==> src/rtl/fifo_wr_arbiter_pkg.sv <==
// Shared types and sizing helpers for the FIFO write-port arbiter.
package fifo_arb_pkg;

    typedef enum logic {
        IDLE = 1'b0,
        XFER = 1'b1
    } arb_state_t;

    localparam int DEF_NUM_REQ    = 4;
    localparam int DEF_DATA_WIDTH = 8;
    localparam int DEF_BURST_MAX  = 4;

    // Bits needed to hold values 0..n-1, never less than one bit.
    function automatic int idx_width(input int n);
        return (n <= 2) ? 1 : $clog2(n);
    endfunction

endpackage

==> src/rtl/fifo_wr_arbiter_if.sv <==
// Requester-side and FIFO-side write bus of the arbiter.
interface fifo_wr_arbiter_if
    import fifo_arb_pkg::*;
#(
    parameter int NUM_REQ    = DEF_NUM_REQ,
    parameter int DATA_WIDTH = DEF_DATA_WIDTH
);
    localparam int OW = idx_width(NUM_REQ);

    logic [NUM_REQ-1:0]            req_valid;
    logic [NUM_REQ-1:0]            req_last;
    logic [NUM_REQ*DATA_WIDTH-1:0] req_data;
    logic [NUM_REQ-1:0]            req_ready;
    logic                          fifo_full;
    logic                          fifo_wr_en;
    logic [DATA_WIDTH-1:0]         fifo_data_in;
    logic                          busy;
    logic [OW-1:0]                 owner;

    modport master (
        output req_valid, req_last, req_data, fifo_full,
        input  req_ready, fifo_wr_en, fifo_data_in, busy, owner
    );

    modport slave (
        input  req_valid, req_last, req_data, fifo_full,
        output req_ready, fifo_wr_en, fifo_data_in, busy, owner
    );

endinterface

==> src/rtl/fifo_wr_arbiter_rr_picker.sv <==
// Combinational round-robin search starting just above last_owner, wrapping modulo NUM_REQ.
module rr_picker
    import fifo_arb_pkg::*;
#(
    parameter int NUM_REQ = DEF_NUM_REQ,
    parameter int OW      = idx_width(NUM_REQ)
) (
    input  logic [NUM_REQ-1:0] req_valid,
    input  logic [OW-1:0]      last_owner,
    output logic               any,
    output logic [OW-1:0]      winner
);

    always_comb begin
        int  idx;
        logic found;
        winner = '0;
        found  = 1'b0;
        idx    = 0;
        for (int i = 1; i <= NUM_REQ; i++) begin
            // NUM_REQ need not be a power of two, so the wrap is explicit
            idx = int'(last_owner) + i;
            if (idx >= NUM_REQ) idx = idx - NUM_REQ;
            if (!found && req_valid[idx]) begin
                found  = 1'b1;
                winner = OW'(idx);
            end
        end
    end

    assign any = |req_valid;

endmodule

==> src/rtl/fifo_wr_arbiter.sv <==
// Round-robin write-port arbiter for the dual-clock FIFO, bounded bursts, full back-pressure.
// Optional FIFO_ARB_HIPRI_EN: requester 0 wins every arbitration and does not move last_owner.
module fifo_wr_arbiter
    import fifo_arb_pkg::*;
#(
    parameter int NUM_REQ    = DEF_NUM_REQ,
    parameter int DATA_WIDTH = DEF_DATA_WIDTH,
    parameter int BURST_MAX  = DEF_BURST_MAX
) (
    input logic              wr_clk,
    input logic              rst_n,
    fifo_wr_arbiter_if.slave bus
);

    localparam int OW = idx_width(NUM_REQ);
    localparam int BW = idx_width(BURST_MAX + 1);

    arb_state_t          state;
    logic [OW-1:0]       owner_q;
    logic [OW-1:0]       last_owner;
    logic [BW-1:0]       beat_cnt;

    logic                pick_any;
    logic [OW-1:0]       pick_winner;
    logic [OW-1:0]       next_owner;
    logic                update_last;
    logic                accept;
    logic                burst_end;
    logic [NUM_REQ-1:0]  ready;

    rr_picker #(
        .NUM_REQ (NUM_REQ),
        .OW      (OW)
    ) u_picker (
        .req_valid  (bus.req_valid),
        .last_owner (last_owner),
        .any        (pick_any),
        .winner     (pick_winner)
    );

`ifdef FIFO_ARB_HIPRI_EN
    always_comb begin
        next_owner = pick_winner;
        if (bus.req_valid[0]) next_owner = '0;
    end
    assign update_last = (owner_q != '0);
`else
    assign next_owner  = pick_winner;
    assign update_last = 1'b1;
`endif

    assign accept    = (state == XFER) && bus.req_valid[owner_q] && !bus.fifo_full;
    assign burst_end = bus.req_last[owner_q] || (beat_cnt == BW'(BURST_MAX - 1));

    always_ff @(posedge wr_clk or negedge rst_n) begin
        if (!rst_n) begin
            state      <= IDLE;
            owner_q    <= '0;
            last_owner <= OW'(NUM_REQ - 1);
            beat_cnt   <= '0;
        end else begin
            case (state)
                IDLE: begin
                    if (pick_any) begin
                        owner_q  <= next_owner;
                        beat_cnt <= '0;
                        state    <= XFER;
                    end
                end
                XFER: begin
                    // An abandoned burst ends the grant even while the FIFO is full
                    if (!bus.req_valid[owner_q]) begin
                        state <= IDLE;
                        if (update_last) last_owner <= owner_q;
                    end else if (accept) begin
                        beat_cnt <= beat_cnt + BW'(1);
                        if (burst_end) begin
                            state <= IDLE;
                            if (update_last) last_owner <= owner_q;
                        end
                    end
                end
                default: state <= IDLE;
            endcase
        end
    end

    always_comb begin
        ready = '0;
        if ((state == XFER) && !bus.fifo_full) ready[owner_q] = 1'b1;
    end

    assign bus.req_ready    = ready;
    assign bus.fifo_wr_en   = accept;
    assign bus.fifo_data_in = bus.req_data[int'(owner_q)*DATA_WIDTH +: DATA_WIDTH];
    assign bus.busy         = (state == XFER);
    assign bus.owner        = owner_q;

endmodule

==> src/flat_wrapper.sv <==
// flat-port wrapper written by rule: the top's interface ports become plain ports
module fifo_wr_arbiter_flat import fifo_arb_pkg::*;
#(
    parameter int NUM_REQ    = DEF_NUM_REQ,
    parameter int DATA_WIDTH = DEF_DATA_WIDTH,
    parameter int BURST_MAX  = DEF_BURST_MAX
)
  (wr_clk, rst_n, bus_req_valid, bus_req_last, bus_req_data, bus_fifo_full, bus_req_ready, bus_fifo_wr_en, bus_fifo_data_in, bus_busy, bus_owner);
  fifo_wr_arbiter_if #(.NUM_REQ(NUM_REQ), .DATA_WIDTH(DATA_WIDTH)) bus_i ();
  input logic wr_clk;
  input logic rst_n;
  input wire logic [$bits(bus_i.req_valid)-1:0] bus_req_valid;
  input wire logic [$bits(bus_i.req_last)-1:0] bus_req_last;
  input wire logic [$bits(bus_i.req_data)-1:0] bus_req_data;
  input wire logic [$bits(bus_i.fifo_full)-1:0] bus_fifo_full;
  output wire logic [$bits(bus_i.req_ready)-1:0] bus_req_ready;
  output wire logic [$bits(bus_i.fifo_wr_en)-1:0] bus_fifo_wr_en;
  output wire logic [$bits(bus_i.fifo_data_in)-1:0] bus_fifo_data_in;
  output wire logic [$bits(bus_i.busy)-1:0] bus_busy;
  output wire logic [$bits(bus_i.owner)-1:0] bus_owner;
  assign bus_i.req_valid = bus_req_valid;
  assign bus_i.req_last = bus_req_last;
  assign bus_i.req_data = bus_req_data;
  assign bus_i.fifo_full = bus_fifo_full;
  assign bus_req_ready = bus_i.req_ready;
  assign bus_fifo_wr_en = bus_i.fifo_wr_en;
  assign bus_fifo_data_in = bus_i.fifo_data_in;
  assign bus_busy = bus_i.busy;
  assign bus_owner = bus_i.owner;
  fifo_wr_arbiter #(.NUM_REQ(NUM_REQ), .DATA_WIDTH(DATA_WIDTH), .BURST_MAX(BURST_MAX)) u_core (.wr_clk(wr_clk), .rst_n(rst_n), .bus(bus_i));
endmodule
==> config.mk <==
export PLATFORM = sky130hd
export DESIGN_NAME = fifo_wr_arbiter_flat
export DESIGN_NICKNAME = d
export VERILOG_FILES = /design/src/rtl/fifo_wr_arbiter_pkg.sv /design/src/rtl/fifo_wr_arbiter_if.sv /design/src/rtl/fifo_wr_arbiter_rr_picker.sv /design/src/rtl/fifo_wr_arbiter.sv /design/src/flat_wrapper.sv
export SDC_FILE = /design/constraint.sdc
export NUM_CORES = 1
export LEC_CHECK = 0
export ABC_AREA = 1
export BUFFER_PORTS_ARGS = -buffer_cell sky130_fd_sc_hd__buf_2
export CORE_MARGIN = 4
export CORE_UTILIZATION = 38
export DETAILED_ROUTE_END_ITERATION = 12
export HOLD_SLACK_MARGIN = 0.02
export PLACE_DENSITY = 0.78
export SLEW_MARGIN = 20
export SYNTH_ARGS = -nofsm -noshare
export SYNTH_HDL_FRONTEND = slang
export SYNTH_HIERARCHICAL = 1
export SYNTH_SLANG_ARGS = --single-unit
==> constraint.sdc <==
create_clock -name wr_clk -period 1.5 [get_ports wr_clk]
set_input_delay 0.3 -clock wr_clk [delete_from_list [all_inputs] [get_ports wr_clk]]
set_output_delay 0.3 -clock wr_clk [all_outputs]
set_load 0.05 [all_outputs]
# Word level (Yosys, flattened, before mapping)
# Index checks and enable logic that the tools add are counted.
[word_totals]
output_inout_bits = 16
regBits = 8
latch_bits = 0
n_memories = 0
inputBits = 43
mem_bits_ro = 0
wordCells = 89
ramBits = 0
[classes]
mux = 42
addsub = 9
magnitude_cmp = 10
div = 0
reduce_logical = 16
shifts = 1
n_mul = 0
eq_ne = 6
n_bitwise = 1
[op_table]
columns = ["op", "count"]
rows = [
  ["$lt 32x4->1 const B", 4],
  ["$mux 32", 4],
  ["$ge 32x4->1 const B", 1],
  ["$shiftx 32x6->8", 1],
  ["$sub 32x4->32 const B", 1],
  ["$mux 1", 18],
  ["$mux 2", 7],
  ["$bmux 1 s2", 6],
  ["$mux 3", 3],
  ["$sub 3x3->4 const B", 2],
  ["$logic_and 1x1->1", 7],
  ["$add 2x2->3 const B", 2],
  ["$ge 3x3->1 const B", 2],
  ["$ne 2x2->1 const B", 3],
  ["$pmux 3 s2", 1],
  ["$reduce_and 3->1", 2],
  ["$sub 4x3->5 const B", 1],
  ["$add 2x3->4 const B", 1],
  ["$ge 4x3->1 const B", 1],
  ["$logic_not 1->1", 4],
  ["$mux 4", 1],
  ["$ne 2x1->1 const B", 2],
  ["$reduce_or 4->1", 1],
  ["$add 2x1->3 const B", 1],
  ["other kinds (9)", 9],
]

# Longest topological paths before layout
[logic_depth]
word_depth = 16
ltp_mapped = 12
mapped_depth_nobuf = 11

# Hierarchy
# Netlist, hierarchy kept.
[by_module_without_submodules]
columns = ["module", "area_each_um2", "n_inst", "cells_per_inst", "seq_area_each_um2"]
rows = [
  ["fifo_wr_arbiter", 654.4, 1, 99, 202.7],
  ["rr_picker", 301.5, 1, 50, 0.0],
]

# Least setup slack after synthesis
# OpenSTA, ideal clock, no wires.
[synth_path]
path_kind = "reg2out"
start = "register u_core.state (netlist: u_core/bus.busy)"
end = "output bus_req_ready[0]"
n_path_buf = 0
arrival_ns = 2.082
stages_incl_launch_ff = 5
slack_ns = -0.882
t_required_ns = 1.200
path_cell_list = "dfrtp_1 > inv_1 > nor2_1 > inv_1 > nor3_1"
[synth_between]
elab_chain_len = 2
[synth_lines]
columns = ["item", "line_no", "text"]
rows = [
  ["start, declared", "fifo_wr_arbiter.sv:18", "arb_state_t state;"],
  ["start signal, assigned", "fifo_wr_arbiter.sv:57", "state <= IDLE;"],
  ["start signal, assigned", "fifo_wr_arbiter.sv:67", "state <= XFER;"],
  ["start signal, assigned", "fifo_wr_arbiter.sv:73", "state <= IDLE;"],
  ["$logic_and 1x1->1", "fifo_wr_arbiter.sv:90", "if ((state == XFER) && !bus.fifo_full) ready[owner_q] = 1'b1;"],
  ["$mux 4", "fifo_wr_arbiter.sv:90", ""],
  ["end, declared", "flat_wrapper.sv:16", "output wire logic [$bits(bus_i.req_ready)-1:0] bus_req_ready;"],
]
# Every way passes these cells.

# Worst setup path in the final report
[layout_path]
start = "register u_core.owner_q[1] (netlist: u_core/bus.owner[1])"
end = "output bus_fifo_data_in[5]"
[layout_between]
elab_chain_len = 1
[layout_lines]
columns = ["item", "line_no", "text"]
rows = [
  ["start, declared", "fifo_wr_arbiter.sv:19", "logic [OW-1:0] owner_q;"],
  ["start signal, assigned", "fifo_wr_arbiter.sv:65", "owner_q <= next_owner;"],
  ["$shiftx 32x6->8", "fifo_wr_arbiter.sv:95", "assign bus.fifo_data_in = bus.req_data[int'(owner_q)*DATA_WIDTH +: DATA_WIDTH];"],
  ["end, declared", "flat_wrapper.sv:18", "output wire logic [$bits(bus_i.fifo_data_in)-1:0] bus_fifo_data_in;"],
]
# Every way passes these cells.

==> metrics.md <==
| Metric | Value |
|---|---|
| Outcome | `complete, but fails checks` |
| Failing checks | `setup timing` |
| CP max-delay cell | `dfrtp_2` |
| #FFs+latches synth | `8` |
| Post-synthesis cell type count | `23` |
| CTS root buffer | `clkbuf_4` |
| Die W | `roughly 58 µm` |
| Vias in the first global route | `around 1400` |
| Initial antenna violation count | `0` |
| CP cell instances | `nor2_4 > buf_4 > a22oi_2 > nand3_4 > buf_8` |
| Hpwl dp | `2675 µm` |
| Clk sinks | `8` |
| Nets | `280` |
| Min Hold Slack | `0.4126 ns` |
| Worst r2r path cells | `11` |
| Register area share after synthesis | `0.2120` |
| Combinational family with the most area after synthesis | `simple AND/OR/NAND/NOR gates` |
| Num ports | `between 50 and 60` |
| Crit path max fanout | `6` |
| Clock tree buffer depth | `2` |
| Post-Syn Area | `between 900 and 1000 µm²` |
| Remaining DRCs | `0` |
| Crit path setup slack, layout | `-0.3360 ns` |
| Yosys Warn Count | `6` |
| Power Total | `5.166 mW` |
| Via count | `between 1000 and 1500` |
| Wire per inst | `around 16 µm` |
| VDD IR max | `0.002065 V` |
| Htree depth | `1` |
| Largest net degree at the start of global routing | `9` |
| Buffers & Inverters on Critical Path | `2` |
| F_max | `between 500 and 600 MHz` |
| Die ar. | `roughly 3400 µm²` |
| Post-Synth Adder-Cell Area | `0.02618` |
| CP delay by family, top | `flip-flops` |
| First-pass GRT wire length | `approximately 6000 µm` |
| Pleak | `a little under 1 nW` |
| Max incr delay on CP | `roughly 0.53 ns` |
| CP startpoint kind | `flip-flop` |
| Max Slew Vio Count | `0` |
| Fraction of registers with async set/reset | `1.000` |
| Slew headroom | `0.8110` |
| Initial Util | `0.4161` |
| Fraction of layout cells with a size suffix above 1 | `0.6795` |
| Gpl congestion | `between 0.8 and 0.9` |
| Initial drt markers | `between 40 and 50` |
| Post-synth EDFFs | `0` |
| Final setup viols | `17` |
| Multi-input logic area | `887.1 µm²` |
| Crit Path Class | `flip-flop to primary output` |
| Total Wirelength | `approximately 4200 µm` |
| HP Class | `primary input to asynchronous set/reset pin` |
| IO buf count | `between 50 and 60` |
| Clk_lat worst skew | `around 0.26 ns` |
| Diodes inserted | `0` |
| Num rows | `17` |
| Simple-gate share of the synthesized area | `0.5393` |
| Critical path depth | `5` |
| TritonCTS clock tree | `built` |
| Syn Nets | `about 190` |
| Filler instances | `131` |
| Mean post-synth cell area | `6.416 µm²` |
| Prevailing post-synth register cell | `dfrtp_1` |
| Mapped Cells | `between 100 and 150` |
| Worst-margin pin slew | `between 0.2 and 0.3 ns` |
| TritonRoute pass-1 iters | `4` |
| Post-synthesis mux area share | `0` |
| Synth Area in Compound Gates | `0.1270` |
| Critical Path End Type | `primary output` |
| XOR/XNOR Fraction of Synth Area | `0` |
| Core ar. | `roughly 2300 µm²` |
| Tcrit/Tclk final | `1.224` |
| Worst path arrival time | `1.54 ns` |
| Synth-to-Final Area Change | `99.21%` |
| Max-cap violations | `0` |
| Final ANT Viol Nets | `0` |
| Seq. cell area | `~210 µm²` |
| Power per cell area | `2713 nW/µm²` |
| Drt via density | `around 5.4` |
| RSZ-0062 raised after global routing | `true` |
| Count of final hold-check violations | `0` |
| Final Critical Period | `approximately 1.8 ns` |
| Clock skew | `around 0.010 ns` |
| Clock-pin slew on the worst setup and hold paths | `around 0.060 ns` |
| CP Data Required Time | `roughly 1.2 ns` |
| Total grt overflow | `0` |
| DIE HEIGHT | `58.16 µm` |
| Num CTS Buffers | `3` |
| Setup TNS | `-3.222 ns` |
| GRT Resource Usage Total | `0.2257` |
per-stage QoR:
| stage | instance area (µm²) | std cells | util | setup slack, ns |
|---|---|---|---|---|
| after global routing | 1904 | 262 | 0.8290 | -0.3666 |
| after CTS | 1787 | 258 | 0.7778 | -0.2414 |
| final | 1904 | 262 | 0.8290 | -0.3360 |
| after detailed placement | 1488 | 246 | 0.6476 | -0.05980 |
| after floorplan | 1091 | 149 | - | -0.1921 |
| after global placement | 1488 | 246 | 0.6476 | -0.04621 |
per-layer routing:
metal / wire length, µm / up-vias / GRT usage
met1: 1328 / 655 / 0.2213
met5: 0 / - / 0
li1: - / 670 / -
met3: 303 / 14 / 0.04454
met4: 137 / 0 / 0.08278
met2: 2418 / 64 / 0.4548
worst paths after layout:
check	from	end	slack, ns
setup / recovery	u_core/bus.owner[1]	bus_fifo_data_in[5]	-0.34
hold / removal	rst_n	u_core/beat_cnt[1]	0.41
setup reg to reg	u_core/last_owner[0]	u_core/bus.owner[0]	-0.12
hold reg to reg	u_core/beat_cnt[1]	u_core/beat_cnt[1]	0.51
max in group asynchronous	rst_n	u_core/last_owner[0]	0.83
min in group wr_clk	bus_fifo_full	u_core/last_owner[0]	0.48
report_power, final:
group          internal (mW)  total, mW  switching (mW)
Sequential             0.345      0.526           0.181
Clock                  0.102      0.184          0.0820
Combinational           1.83       4.46            2.63
what timing repair did:
action	CTS	global route
resized for setup	54	26
pin swaps	15	20
hold endpoints to repair	6	0
endpoints found under the setup margin	16	16
setup buffers	7	5
hold buffers	1	0
registers in the layout, summed over array words and instances, names as in the netlist:
| signal | count |
|---|---|
| u_core/last_owner | 2 |
| u_core/bus.owner | 2 |
| u_core/bus.busy | 1 |
| u_core/beat_cnt | 3 |
synthesized netlist by cell type (3+ instances only):
master / number / area (µm²)
inv_2: 3 / 11.26
a22oi_1: 12 / 90.09
nand2_4: 5 / 56.30
nor3_1: 3 / 15.01
nand2_1: 55 / 206.5
dfrtp_1: 6 / 150.1
buf_6: 3 / 33.78
nand2_2: 11 / 68.82
nand4_1: 3 / 18.77
nor2_1: 8 / 30.03
nand3_1: 14 / 70.07
inv_1: 10 / 37.54
cells by family after synthesis:
family,Yosys count
and+or+nand+nor,104
AOI/OAI and AO/OA,18
adders and majority gates,2
buffers and inverters,17
DFF,8
cell type report:
type,count,area share
multi-input combinational,124,0.4658
timing repair buffer,84,0.3515
sequential,8,0.1084
inverter,14,0.04205
tap,28,0.01840
clock buffer,4,0.01380
placed cells by master, fill, tap and decap left out, drive strengths merged:
cell type    netlist  layout
buf                3      83
nand2             71      71
nand3             15      15
inv               14      14
a22oi             12      12
nor2              11      11
dfrtp              6       6
clkbuf             0       4
nand4              3       3
nor3               3       3
o21ai              3       3
a21oi              2       2
ha                 2       2
dfstp              2       2
dlygate4sd3        0       1
nand3b             1       1
a31oi              1       1
worst register-to-register path: stages, from the launching register on:
cell and delay (ns):
dfstp_2 0.56, buf_12 0.12, inv_8 0.04, nand2_4 0.04, nand2_2 0.07, nand2_2 0.09
nand2_4 0.07, nor2_8 0.13, nand4_1 0.13, nand2_1 0.10, nor2_1 0.05, a21oi_1 0.13
Note: power is estimated with default switching activity, not from simulation.
